$ cat config.mk
export PLATFORM = sky130hd
export DESIGN_NAME = rf_wb_arbiter
export DESIGN_NICKNAME = d
export VERILOG_FILES = /design/src/rtl/rf_wb_arbiter.sv
export SDC_FILE = /design/constraint.sdc
export NUM_CORES = 1
export LEC_CHECK = 0
export ABC_AREA = 1
export CAP_MARGIN = 25
export CORE_UTILIZATION = 42
export CTS_CLUSTER_DIAMETER = 80
export DETAILED_ROUTE_END_ITERATION = 7
export PLACE_DENSITY = 0.79
export SYNTH_ARGS = -nofsm -noshare
export SYNTH_HDL_FRONTEND = slang
export SYNTH_SLANG_ARGS = --single-unit
$ cat constraint.sdc
create_clock -name clk -period 2.77 [get_ports clk]
set_input_delay 0.4155 -clock clk [delete_from_list [all_inputs] [get_ports clk]]
set_output_delay 0.4155 -clock clk [all_outputs]
set_load 0.01 [all_outputs]
$ cat src/rtl/rf_wb_arbiter.sv
// rf_wb_arbiter: shares one register-file write port between the WB-stage
// pipe and a long-latency MDU. MDU results pass through a one-entry holding
// buffer. The pipe normally wins arbitration; once the buffer has lost
// MAX_WAIT times, the buffer is forced through and the pipe is stalled.
// Also keeps a scoreboard of registers that are waiting on an MDU result.
//
// Ports:
//   clk, rst_n                       clock, async active-low reset
//   flush                            pipeline-wide flush
//   pipe_valid/we/reg/data           WB-stage writeback request
//   pipe_ready                       WB request accepted (combinational)
//   mdu_valid/reg/data               MDU result
//   mdu_ready                        MDU result accepted (combinational)
//   mdu_issue_valid/reg              MDU op issued, destination register
//   rf_en/rf_waddr/rf_wdata          registered RF write port
//   busy                             scoreboard, bit n = x[n] awaits MDU
module rf_wb_arbiter #(
    parameter int unsigned MAX_WAIT = 4
) (
    input  logic        clk,
    input  logic        rst_n,
    input  logic        flush,
    input  logic        pipe_valid,
    input  logic        pipe_we,
    input  logic [4:0]  pipe_reg,
    input  logic [31:0] pipe_data,
    output logic        pipe_ready,
    input  logic        mdu_valid,
    input  logic [4:0]  mdu_reg,
    input  logic [31:0] mdu_data,
    output logic        mdu_ready,
    input  logic        mdu_issue_valid,
    input  logic [4:0]  mdu_issue_reg,
    output logic        rf_en,
    output logic [4:0]  rf_waddr,
    output logic [31:0] rf_wdata,
    output logic [31:0] busy
);

    localparam int unsigned WCW = (MAX_WAIT < 1) ? 1 : $clog2(MAX_WAIT + 1);

    localparam logic [1:0] S_IDLE  = 2'd0;
    localparam logic [1:0] S_PEND  = 2'd1;
    localparam logic [1:0] S_FORCE = 2'd2;

    logic [1:0]     r_state;
    logic [WCW-1:0] r_wait_cnt;
    logic [4:0]     r_buf_reg;
    logic [31:0]    r_buf_data;
    logic [31:0]    r_busy;

    logic [1:0]     w_nstate;
    logic [WCW-1:0] w_ncnt;
    logic [WCW-1:0] w_cnt_inc;
    logic           w_pipe_need;
    logic           w_pipe_grant;
    logic           w_buf_grant;
    logic           w_buf_full;
    logic           w_buf_wr;
    logic           w_load;
    logic [31:0]    w_busy_set;
    logic [31:0]    w_busy_clr;

    assign w_pipe_need = pipe_valid && pipe_we && (pipe_reg != 5'd0);
    assign busy        = r_busy;

    // State register
    always_ff @(posedge clk or negedge rst_n) begin
        if (!rst_n) begin
            r_state    <= S_IDLE;
            r_wait_cnt <= '0;
        end else begin
            r_state    <= w_nstate;
            r_wait_cnt <= w_ncnt;
        end
    end

    // Arbitration, handshakes and next state
    always_comb begin
        w_nstate     = r_state;
        w_ncnt       = r_wait_cnt;
        w_cnt_inc    = r_wait_cnt + WCW'(1);
        w_pipe_grant = 1'b0;
        w_buf_grant  = 1'b0;
        pipe_ready   = 1'b1;
        // An unknown state code is treated as an empty buffer and recovers to IDLE
        w_buf_full   = (r_state == S_PEND) || (r_state == S_FORCE);

        case (r_state)
            S_IDLE: begin
                w_pipe_grant = w_pipe_need;
            end
            S_PEND: begin
                w_pipe_grant = w_pipe_need;
                w_buf_grant  = !w_pipe_need;
            end
            S_FORCE: begin
                w_buf_grant = 1'b1;
                pipe_ready  = !w_pipe_need;
            end
            default: begin
                w_pipe_grant = 1'b0;
            end
        endcase

        mdu_ready = !w_buf_full || w_buf_grant;
        // x0 results and anything arriving under flush are accepted but not kept
        w_load    = mdu_valid && mdu_ready && (mdu_reg != 5'd0) && !flush;
        // A flushed buffer is discarded rather than written
        w_buf_wr  = w_buf_grant && !flush;

        if (flush) begin
            w_nstate = S_IDLE;
            w_ncnt   = '0;
        end else if (!w_buf_full || w_buf_grant) begin
            if (w_load) begin
                w_nstate = (MAX_WAIT == 0) ? S_FORCE : S_PEND;
            end else begin
                w_nstate = S_IDLE;
            end
            w_ncnt = '0;
        end else begin
            // Only PEND can lose arbitration, so the count never passes MAX_WAIT
            w_ncnt   = w_cnt_inc;
            w_nstate = (w_cnt_inc == WCW'(MAX_WAIT)) ? S_FORCE : S_PEND;
        end
    end

    // Holding buffer payload
    always_ff @(posedge clk or negedge rst_n) begin
        if (!rst_n) begin
            r_buf_reg  <= 5'd0;
            r_buf_data <= 32'd0;
        end else if (w_load) begin
            r_buf_reg  <= mdu_reg;
            r_buf_data <= mdu_data;
        end
    end

    // Scoreboard: set has priority over clear, bit 0 tied low
    always_comb begin
        w_busy_set = 32'd0;
        w_busy_clr = 32'd0;
        if (mdu_issue_valid && (mdu_issue_reg != 5'd0) && !flush) begin
            w_busy_set = 32'd1 << mdu_issue_reg;
        end
        if (w_buf_wr) begin
            w_busy_clr = 32'd1 << r_buf_reg;
        end
    end

    always_ff @(posedge clk or negedge rst_n) begin
        if (!rst_n) begin
            r_busy <= 32'd0;
        end else if (flush) begin
            r_busy <= 32'd0;
        end else begin
            r_busy <= ((r_busy & ~w_busy_clr) | w_busy_set) & ~32'd1;
        end
    end

    // Registered RF write port; address/data hold when idle
    always_ff @(posedge clk or negedge rst_n) begin
        if (!rst_n) begin
            rf_en    <= 1'b0;
            rf_waddr <= 5'd0;
            rf_wdata <= 32'd0;
        end else begin
            rf_en <= w_pipe_grant || w_buf_wr;
            if (w_pipe_grant) begin
                rf_waddr <= pipe_reg;
                rf_wdata <= pipe_data;
            end else if (w_buf_wr) begin
                rf_waddr <= r_buf_reg;
                rf_wdata <= r_buf_data;
            end
        end
    end

endmodule

**Word-level counts from Yosys, hierarchy flattened**

Cells that the tools add are included.

- Flip-flop bits (word level): 112
- Input port bits: 86

- Add/sub/neg operators: 1
- Equality and inequality tests: 3
- Shift operators: 2
- Mux-type cells: 16
- Bitwise logic cells: 3
- Reductions and logical operators: 20

Operators with widths:

| kind | count |
|---|---|
| two-way mux 32 bit | 5 |
| << shifter 1 x 5 -> 32 bit (first input constant) | 2 |
| bitwise AND 32 bit | 1 |
| inverter 32 bit | 1 |
| OR 32 bit | 1 |
| nonzero test 5 bit | 3 |
| two-way mux 5 bit | 2 |
| logical AND 1 bit | 8 |
| two-way mux 2 bit | 3 |
| two-way mux 3 bit | 2 |
| adder 3 x 1 -> 3 bit (second input constant) | 1 |
| == test 3 bit (second input constant) | 1 |
| zero test 1 bit | 3 |
| logical OR 1 bit | 3 |
| two-way mux 1 bit | 3 |
| == test 2 x 1 -> 1 bit (second input constant) | 1 |
| == test 2 bit (second input constant) | 1 |
| zero test 2 bit | 1 |
| one-hot mux 1 bit (2 select lines) | 1 |
| nonzero test 2 bit | 1 |
| OR reduction 2 bit | 1 |

**Depth between registers and ports, before layout**

- Depth after elaboration: 11
- Gate-level depth with buffers: 11

**Worst setup path before layout**

OpenSTA, ideal clock, no wires.

- Kind: register to output
- From: register r_state[0]
- To: output port mdu_ready
- Arrival time: 1.102 ns
- Data required time: 2.355 ns
- Slack: 1.253 ns
- Stages on the path, launching flop included: 5
- Buffers on the path: 1
- Cell sequence: dfrtp_1 ha_1 a21oi_2 nand2_2 buf_2

- Word-level cells in the longest chain between the ends: 4
- Elaborated cells between the ends (all ways): 6

Ends and longest elaborated chain:

| what | RTL line | text |
|---|---|---|
| start: declaration | 46 | `logic [1:0] r_state;` |
| start signal: assignment | 73 | `r_state <= w_nstate;` |
| parallel branches: the longest is 3 deep, another holds == test 2 bit | n/a |  |
| logical OR 1 bit * | 106 | `mdu_ready = !w_buf_full \|\| w_buf_grant;` |
| end: declaration | 31 | `output logic mdu_ready,` |

Every way passes the cells marked *.

**Final worst setup path**

- From: input port pipe_reg[4]
- To: output port mdu_ready

- Word-level cells in the longest chain between the ends: 5

Ends and longest elaborated chain:

| what | RTL line | text |
|---|---|---|
| start: declaration | 25 | `input logic [4:0] pipe_reg,` |
| nonzero test 5 bit | 64 | `assign w_pipe_need = pipe_valid && pipe_we && (pipe_reg != 5'd0);` |
| logical AND 1 bit | 64 |  |
| zero test 1 bit | 95 | `w_buf_grant = !w_pipe_need;` |
| one-hot mux 1 bit (2 select lines) | 89 | `case (r_state)` |
| logical OR 1 bit | 106 |  |

Every way passes these cells.

==> metrics.yaml <==
clock_network:
  clkLatencyLatePin_ns: 0.36
  cts_hold_buf: 0
  clock_sinks: 111
  cts.reportedPaths.clkPinSlew_ns: 0.07
  clock_tree.root_cell: "clkbuf_16"
  cts_resized: 0
  clk_path_buf_depth: 2
  cts_inserted_buffers: 9
  cts_tree: "built"
  cts-htree-levels: 3
  post_cts_buffers: 0
logic_synthesis:
  syn_inst: 702
  syn_avg_cell_area_um2: 7.876
  synth_top_area_share_pct: 50.24
  muxShareOfSynthArea_pct: 0
  synth_fp_nets: 793
  synth.distinct_cells: 25
  synth-main-ff-cell: "dfrtp_1"
  synth_seq_cells: 111
  synth_top_family_by_area: "simple AND/OR/NAND/NOR gates"
  synth_fa_ha_area_share_pct: 1.131
  synth_seq_area_share_pct: 50.24
  yosysTopAreaCell: "dfrtp_1"
  yosys-top-cells-area: "dfrtp_1, nand3_1, nand2_1"
  yosys.area_share.simple_pct: 37.59
  synth_edf_count: 0
  syn_area_mm2: 0.005529
  synth_xor_area_share_pct: 0.1584
  synth_compound_area_share_pct: 3.621
  ys_warn_count: 0
  async_reset_ff_share_pct: 100.0
global_routing:
  grt_pass1_wl_mm: 25.24
  grt_usage_pct: 24.66
  grt_max_degree: 75
  grt_pass1_vias: 5035
  antenna_found_initial: 0
  grt-ovfl-total: 0
job:
  max_cap_viol_count: 0
timing:
  max_freq_mhz: 423.7
  setup_viol: 0
  setup_tns_ns: 0
  rsz0062_at_grt: "false"
  worst_pin_slew_ns: 0.7067
  hold_slack_ns: 0.1095
  slew_violations: 0
  hold_violations: 0
  layout_worst_path_cycle_share_pct: 85.21
  slew_headroom_pct: 52.88
  min_period_ns: 2.360
  fin_skew_ns: 0.007142
drt:
  drt_pass1_iterations: 5
  vias: 5431
  vias_per_cell: 5.399
  totalWireLength_mm: 16.18
  routedLengthMet1_mm: 6.930
  wl_per_cell_um: 16.08
  dr_wl_met2_mm: 7.612
  drt_iter0_markers: 610
  drc: 0
  drtAntennaViolNets: 0
  topRoutingLayerUsed: "met4"
  wl_met3_mm: 1.127
floorplanning:
  io_pins: 158
  die_w_um: 116.7
  placementRows: 41
  core_mm2: 0.01272
  start_util_pct: 43.46
  dieArea_mm2: 0.01363
  fp.dieH_um: 116.7
setup_path:
  crit_type: "in2out"
  cp_max_fo: 3
  cp-end-kind: "output port"
  arrival_ns: 1.94
  cp-start-kind: "input port"
  cp_data_required_time_ns: 2.35
cells_and_area:
  area_delta_synth_final_pct: 34.76
  diodes: 0
  fin_area_mm2: 0.007451
  most-common-layout-cells: "nand2_1, nand3_1, clkdlybuf4s50_1"
  final_common_cell: "nand2_1"
  nets: 921
  drive_above_1_share_pct: 5.635
placement:
  dp_hpwl_mm: 11.14
  portBuffers: 156
  post_dp_cell_area_mm2: 0.007154
  routabilityCongestion: 0.9126
power:
  fin_total_pwr_mw: 4.545
  cellLeakagePower_nw: 3.362
  p_per_area_mw_per_mm2: 610.0
  ir_worst_vdd_uv: 343.1
hold_path:
  hp-class: "in2async"
status:
  status: "finished, final reports clean"
-- area by class of cell --
type	count	area, um^2
fillers	1165	5271
clock inverters	6	71.32
clock buffers	9	225.2
multi-input cells	513	2354
repair buffers	170	1714
flip-flops and latches	111	2778
inverters	25	93.84
well taps	172	215.2
-- per-stage QoR --
| stage | worst slack, ns | utilization (%) | std cells |
|---|---|---|---|
| 2_1_floorplan | 1.253 | - | 702 |
| 3_3_place_gp | 0.4311 | 56.24 | 991 |
| 3_5_place_dp | 0.3935 | 56.24 | 991 |
| 4_1_cts | 0.3889 | 58.57 | 1006 |
| 5_1_grt | 0.3373 | 58.57 | 1006 |
| 6_report | 0.4097 | 58.57 | 1006 |
-- routing by layer --
metal | vias to the layer above | global-route usage [%]
met2 | 235 | 39.33
met3 | 34 | 5.656
met4 | 0 | 10.21
met1 | 2573 | 32.44
met5 | - | 0
li1 | 2589 | -
-- synth_stat cells, types with 2 or more instances --
library cell,n
nand2_2,4
nand2_4,2
nor2_1,48
inv_1,17
buf_1,3
nand4_1,13
buf_6,8
buf_2,20
nand3_1,195
nor3_1,8
clkbuf_1,16
a21oi_1,31
nand2_1,198
inv_2,8
dfrtp_1,111
o21ai_1,3
ha_1,5
buf_4,5
-- kinds of logic after synthesis --
logic type,count (synthesis)
flip-flops,111
AO/OA/AOI/OAI,37
XOR/XNOR,1
other,1
adder cells (fa/ha/maj),5
buffers and inverters,78
AND/OR/NAND/NOR,469
-- where the power goes --
part / switching (mW) / internal (mW)
clock: 0.621 / 0.703
combinational: 0.594 / 0.558
sequential: 0.195 / 1.87
total: 1.41 / 3.14
-- final timing paths --
| kind | start | endpoint | slack (ns) | cells after the start |
|---|---|---|---|---|
| max | pipe_reg[4] | mdu_ready | 0.41 | 7 |
| min | rst_n | r_buf_data[26]$_DFFE_PN0P_ | 0.11 | 1 |
| max reg2reg | r_state[1]$_DFF_PN0_ | r_buf_data[22]$_DFFE_PN0P_ | 0.85 | 9 |
| min reg2reg | r_buf_data[25]$_DFFE_PN0P_ | r_buf_data[25]$_DFFE_PN0P_ | 0.48 | 2 |
| max in group asynchronous | rst_n | r_buf_data[7]$_DFFE_PN0P_ | 2.06 | 2 |
| min in group clk | r_buf_data[25]$_DFFE_PN0P_ | r_buf_data[25]$_DFFE_PN0P_ | 0.48 | 2 |
-- worst max-delay path: stages --
cell	delay, ns
clkdlybuf4s50_1	0.45
nor2_1	0.13
nand3_2	0.09
nand2_2	0.14
a21oi_2	0.09
nand2_2	0.07
clkdlybuf4s50_1	0.57
Note: power is estimated with default switching activity, not from simulation.
